[config.mk]
export PLATFORM = sky130hd
export DESIGN_NAME = data_mem_arbiter
export DESIGN_NICKNAME = d
export VERILOG_FILES = /design/src/rtl/data_mem_arbiter.sv
export SDC_FILE = /design/constraint.sdc
export NUM_CORES = 1
export LEC_CHECK = 0
export BUFFER_PORTS_ARGS = -buffer_cell sky130_fd_sc_hd__buf_4
export CAP_MARGIN = 20
export CORE_ASPECT_RATIO = 0.9
export CORE_MARGIN = 5
export CORE_UTILIZATION = 25
export DETAILED_ROUTE_END_ITERATION = 16
export GPL_TIMING_DRIVEN = 0
export HOLD_SLACK_MARGIN = 0.08
export PLACE_DENSITY_LB_ADDON = 0.05
export SETUP_SLACK_MARGIN = 0.2
export SLEW_MARGIN = 20
export SYNTH_ARGS = -nofsm -noshare
export SYNTH_HDL_FRONTEND = slang
export SYNTH_SLANG_ARGS = --single-unit
[constraint.sdc]
create_clock -name clk -period 4.75 [get_ports clk]
set_input_delay 0.95 -clock clk [delete_from_list [all_inputs] [get_ports clk]]
set_output_delay 0.95 -clock clk [all_outputs]
set_load 0.01 [all_outputs]
[src/rtl/data_mem_arbiter.sv]
// Round-robin arbiter that sequences one core access at a time onto a single-port data RAM
// whose read data arrives one cycle after the address is presented.
module data_mem_arbiter #(
    parameter int unsigned CORE_COUNT = 4,
    parameter int unsigned WIDTH      = 12,
    parameter int unsigned DEPTH      = 4096,
    parameter int unsigned ADDR_WIDTH = $clog2(DEPTH),
    parameter int unsigned ID_WIDTH   = $clog2(CORE_COUNT)
) (
    input  logic                             clk,
    input  logic                             rst,
    input  logic [CORE_COUNT-1:0]            req,
    input  logic [CORE_COUNT-1:0]            core_wrEn,
    input  logic [CORE_COUNT*ADDR_WIDTH-1:0] core_addr,
    input  logic [CORE_COUNT*WIDTH-1:0]      core_dataIn,
    output logic [CORE_COUNT-1:0]            ready,
    output logic [WIDTH-1:0]                 dataOut,
    output logic                             busy,
    output logic [ID_WIDTH-1:0]              grant_id,
    output logic                             ram_wrEn,
    output logic [ADDR_WIDTH-1:0]            ram_addr,
    output logic [WIDTH-1:0]                 ram_dataIn,
    input  logic [WIDTH-1:0]                 ram_dataOut
);

    typedef enum logic [1:0] {StIdle, StIssue, StWait, StResp} state_e;

    state_e                state_q, state_d;
    logic [ID_WIDTH-1:0]   rr_ptr_q, rr_ptr_d;
    logic [ID_WIDTH-1:0]   grant_q, grant_d;
    logic                  wr_q, wr_d;
    logic [ADDR_WIDTH-1:0] addr_q, addr_d;
    logic [WIDTH-1:0]      wdata_q, wdata_d;
    logic [WIDTH-1:0]      dout_q, dout_d;

    logic                  found;
    logic [ID_WIDTH-1:0]   win;
    logic [ID_WIDTH-1:0]   ptr_next;
    int unsigned           idx;

    // Search from rr_ptr upward, wrapping modulo CORE_COUNT; first requester wins.
    always_comb begin
        found = 1'b0;
        win   = '0;
        idx   = 0;
        for (int unsigned i = 0; i < CORE_COUNT; i++) begin
            idx = (32'(rr_ptr_q) + i) % CORE_COUNT;
            if (!found && req[idx]) begin
                found = 1'b1;
                win   = ID_WIDTH'(idx);
            end
        end
        ptr_next = (32'(win) == CORE_COUNT - 1) ? '0 : win + ID_WIDTH'(1);
    end

    always_comb begin
        state_d  = state_q;
        rr_ptr_d = rr_ptr_q;
        grant_d  = grant_q;
        wr_d     = wr_q;
        addr_d   = addr_q;
        wdata_d  = wdata_q;
        dout_d   = dout_q;
        unique case (state_q)
            StIdle: begin
                if (found) begin
                    state_d  = StIssue;
                    rr_ptr_d = ptr_next;
                    grant_d  = win;
                    wr_d     = core_wrEn[win];
                    addr_d   = core_addr[int'(win)*ADDR_WIDTH +: ADDR_WIDTH];
                    wdata_d  = core_dataIn[int'(win)*WIDTH +: WIDTH];
                end
            end
            StIssue: state_d = wr_q ? StResp : StWait;
            StWait: begin
                dout_d  = ram_dataOut;
                state_d = StResp;
            end
            StResp:  state_d = StIdle;
            default: state_d = StIdle;
        endcase
    end

    always_ff @(posedge clk or posedge rst) begin
        if (rst) begin
            state_q  <= StIdle;
            rr_ptr_q <= '0;
            grant_q  <= '0;
            wr_q     <= 1'b0;
            addr_q   <= '0;
            wdata_q  <= '0;
            dout_q   <= '0;
        end else begin
            state_q  <= state_d;
            rr_ptr_q <= rr_ptr_d;
            grant_q  <= grant_d;
            wr_q     <= wr_d;
            addr_q   <= addr_d;
            wdata_q  <= wdata_d;
            dout_q   <= dout_d;
        end
    end

    always_comb begin
        busy       = (state_q != StIdle);
        ram_wrEn   = (state_q == StIssue) && wr_q;
        ready      = (state_q == StResp) ? (CORE_COUNT'(1) << grant_q) : '0;
        grant_id   = grant_q;
        ram_addr   = addr_q;
        ram_dataIn = wdata_q;
        dataOut    = dout_q;
    end

endmodule

==> results.py <==
metrics = {
    "sta": {
        "grt_setup_unrepaired": "false",
        "holdWs_ns": 0.492,
        "finalSetupTns_ns": 0,
        "fin_crit_sh_pct": 46.9,
        "period_needed_ns": 2.23,
        "tightest_slew_ns": 0.545,
        "hold_violations": 0,
        "fin_skew_ns": 0.00599,
        "slew_headroom_pct": 63.6,
        "finalMaxSlewViolations": 0,
        "setup_viol": 0,
        "fmax_ghz": 0.449,
    },
    "clocking": {
        "clkSinkCount": 43,
        "cts_hold_buf": 0,
        "insertion_delay_ns": 0.29,
        "cts_tree": "done",
        "clk_path_buf_depth": 2,
        "clkSlewWorstSetupHoldPaths_ns": 0.08,
        "postCtsSetupRepairBufs": 0,
        "cts_buffers": 5,
        "h-tree-depth": 2,
        "ctsResizeCount": 0,
        "clk_root_buffer_cell": "clkbuf_8",
    },
    "cells_and_area": {
        "stdcell_count": 512,
        "drive_above_1_share_pct": 51.0,
        "final.fill_count": 980,
        "num_antenna_cells": 0,
        "layout.nets": 508,
        "areaGrowthSynthToFinish_pct": 61.1,
    },
    "synth": {
        "syn_inst": 216,
        "postSynthAreaPerCell_um2": 11.4,
        "synth_edf_count": 0,
        "synth_common_cells": "50 x mux2i_1, 43 x dfrtp_1, 32 x nand2_1",
        "synth_top_family_by_area": "multiplexers",
        "yosysTopAreaCellShare_pct": 43.7,
        "synth_adder_area_share_pct": 2.54,
        "syn_area_um2": 2460,
        "synthSimpleGateAreaFrac_pct": 8.38,
        "syn_nets": 339,
        "synth_compound_area_share_pct": 11.5,
        "synth_seq_cells": 43,
        "synthXorXnorAreaFrac_pct": 0.356,
        "async_flop_share_pct": 100,
        "ys.flop_type": "dfrtp_1",
        "yosysMostFrequentCell": "mux2i_1",
        "synth_top_cell_by_area": "dfrtp_1",
        "synthDistinctLibCells": 31,
        "ys_seq_area_share_pct": 43.7,
        "ys_top_cells_by_area": "dfrtp_1 44%, mux2i_1 20%, o221ai_1 8.9%, mux2_2 5.9%, nand2_1 4.9%",
        "synthMuxAreaShare_pct": 26.3,
        "ys.warnings.count": 0,
    },
    "placement": {
        "dp_hpwl_mm": 6.47,
        "placed_cells": 504,
        "gp_congestion": 0.741,
        "port_buffers": 161,
    },
    "worst_setup_path": {
        "start_kind": "flop",
        "endpoint_kind": "primary output",
        "rrSetupSlack_ns": 2.93,
        "criticalPathCategory": "flop to primary output",
        "rr_worst_depth": 8,
        "cp_max_fo": 4,
        "worstPathArrival_ns": 1.28,
        "required_ns": 3.80,
    },
    "floorplanning": {
        "ios": 162,
        "start_util_pct": 25.5,
        "die_area_um2": 11900,
        "core_area_um2": 9660,
        "rows": 34,
        "die_w_um": 115,
        "chipHeight_um": 104,
    },
    "power_and_ir_drop": {
        "ir_drop_mv": 0.212,
        "p_leak_uw": 0.00210,
        "power.density_nw_per_um2": 564,
    },
    "routing": {
        "wirelength_mm": 8.19,
        "drc_errors": 0,
        "drt-wirelength-per-cell_um": 16.0,
        "drt-initial-drc-count": 66,
        "drt.antenna.violating_nets": 0,
        "dr.pass1.iters": 4,
        "via_per_inst": 4.48,
        "vias": 2295,
    },
    "job": {
        "maxCapViolations": 0,
    },
    "global_routing": {
        "grt_pass1_vias": 2387,
        "grt_overflow_total": 0,
        "antenna_found_initial": 0,
        "grt_start_max_net_pins": 24,
        "grt_use_total_pct": 13.4,
        "grt_pass1_wl_mm": 12.7,
    },
    "hold_path": {
        "hold_path.class": "flop to flop",
        "holdPathStages": 2,
    },
    "status": {
        "status": "completed",
    },
}
[registers in the layout, summed over array words and instances (netlist names)]
signal,count
dataOut,12
grant_id,2
ram_addr,12
ram_dataIn,12
rr_ptr_q,2
state_q,2
wr_q,1
[cell usage in the layout (no fill, tap or decap)]
cell type  netlist  routed
buf_8            5       5
clkbuf_1         3       3
nor4_1           1       1
o22ai_1          2       2
clkbuf_2         1       1
ha_1             5       5
nor3b_1          1       1
inv_1            6       5
a21oi_1          1       1
buf_6            3       3
a21o_1           1       1
xnor2_1          1       1
dfrtp_1         43      43
nor3_1           2       2
and2_1           1       1
nand2_1         32      32
clkbuf_8         0       6
o221a_1          1       1
clkinv_2         0       1
inv_2            0       1
nor2_1           2       2
nand2b_1         2       2
o221ai_1        25      25
and3_1           1       1
and2b_1          2       2
mux2i_1         50      50
buf_2            1       1
mux2_2          13      13
and3b_1          1       1
buf_4            3     164
bufinv_16        0       1
o21ai_0          4       4
a22oi_1          1       1
or2_1            1       1
buf_12           0       1
buf_1            1       1
[worst max-delay path: stages (launching register included)]
cell	delay [ns]
dfrtp_1	0.41
ha_1	0.25
and3_1	0.20
buf_4	0.14
[cells by family (layout without fill, tap and decap cells)]
group,Yosys count,in the layout
compound gates,35,35
xor+xnor,1,1
fa+ha+maj,5,5
buf+inv,23,193
flops,43,43
mux,63,63
simple gates,46,46
[layout make-up]
cell class,instances,area [um2],share of cell area [%]
clock buffers,6,82.6,2.08
plain buffers,17,156,3.94
flip-flops and latches,43,1080,27.1
inverters,6,22.5,0.568
clock inverters,2,35.0,0.883
repair buffers,162,1230,31.0
multi-input cells,150,1210,30.4
well taps,126,158,3.97
[metrics by stage]
step                setup slack (ns)  total power, uW  cell area (um2)  util, %
floorplan                       2.61             1430             2460        -
global placement                1.98             1960             3830     39.6
detailed placement              2.18             1980             3850     39.9
CTS                             2.50             2290             3970     41.1
global route                    2.37             2420             3970     41.1
finish                          2.52             2240             3970     41.1
[worst paths after layout]
check                                           from                    endpoint
setup / recovery              state_q[0]$_DFFE_PP0P_                    ready[3]
hold / removal             ram_dataIn[4]$_DFFE_PP0P_   ram_dataIn[4]$_DFFE_PP0P_
setup reg to reg              state_q[0]$_DFFE_PP0P_   ram_dataIn[8]$_DFFE_PP0P_
hold reg to reg            ram_dataIn[4]$_DFFE_PP0P_   ram_dataIn[4]$_DFFE_PP0P_
max in group asynchronous                        rst  ram_dataIn[11]$_DFFE_PP0P_
min in group asynchronous                        rst      dataOut[3]$_DFFE_PP0N_
[report_power, final]
part,leakage (uW),switching (uW),internal (uW)
combinational,0.00152,601,675
clock,0.0000612,129,170
sequential,0.000520,107,553
total,0.00210,837,1400
[routing by layer]
metal | up-vias | track usage [%] | share of wire (%)
met2 | 75 | 22.7 | 50
met3 | 2 | 4.01 | 7.6
met5 | - | 0 | 0
li1 | 1130 | - | -
met4 | 0 | 2.80 | 0.44
met1 | 1088 | 16.9 | 42
(Power assumes the default switching activity.)
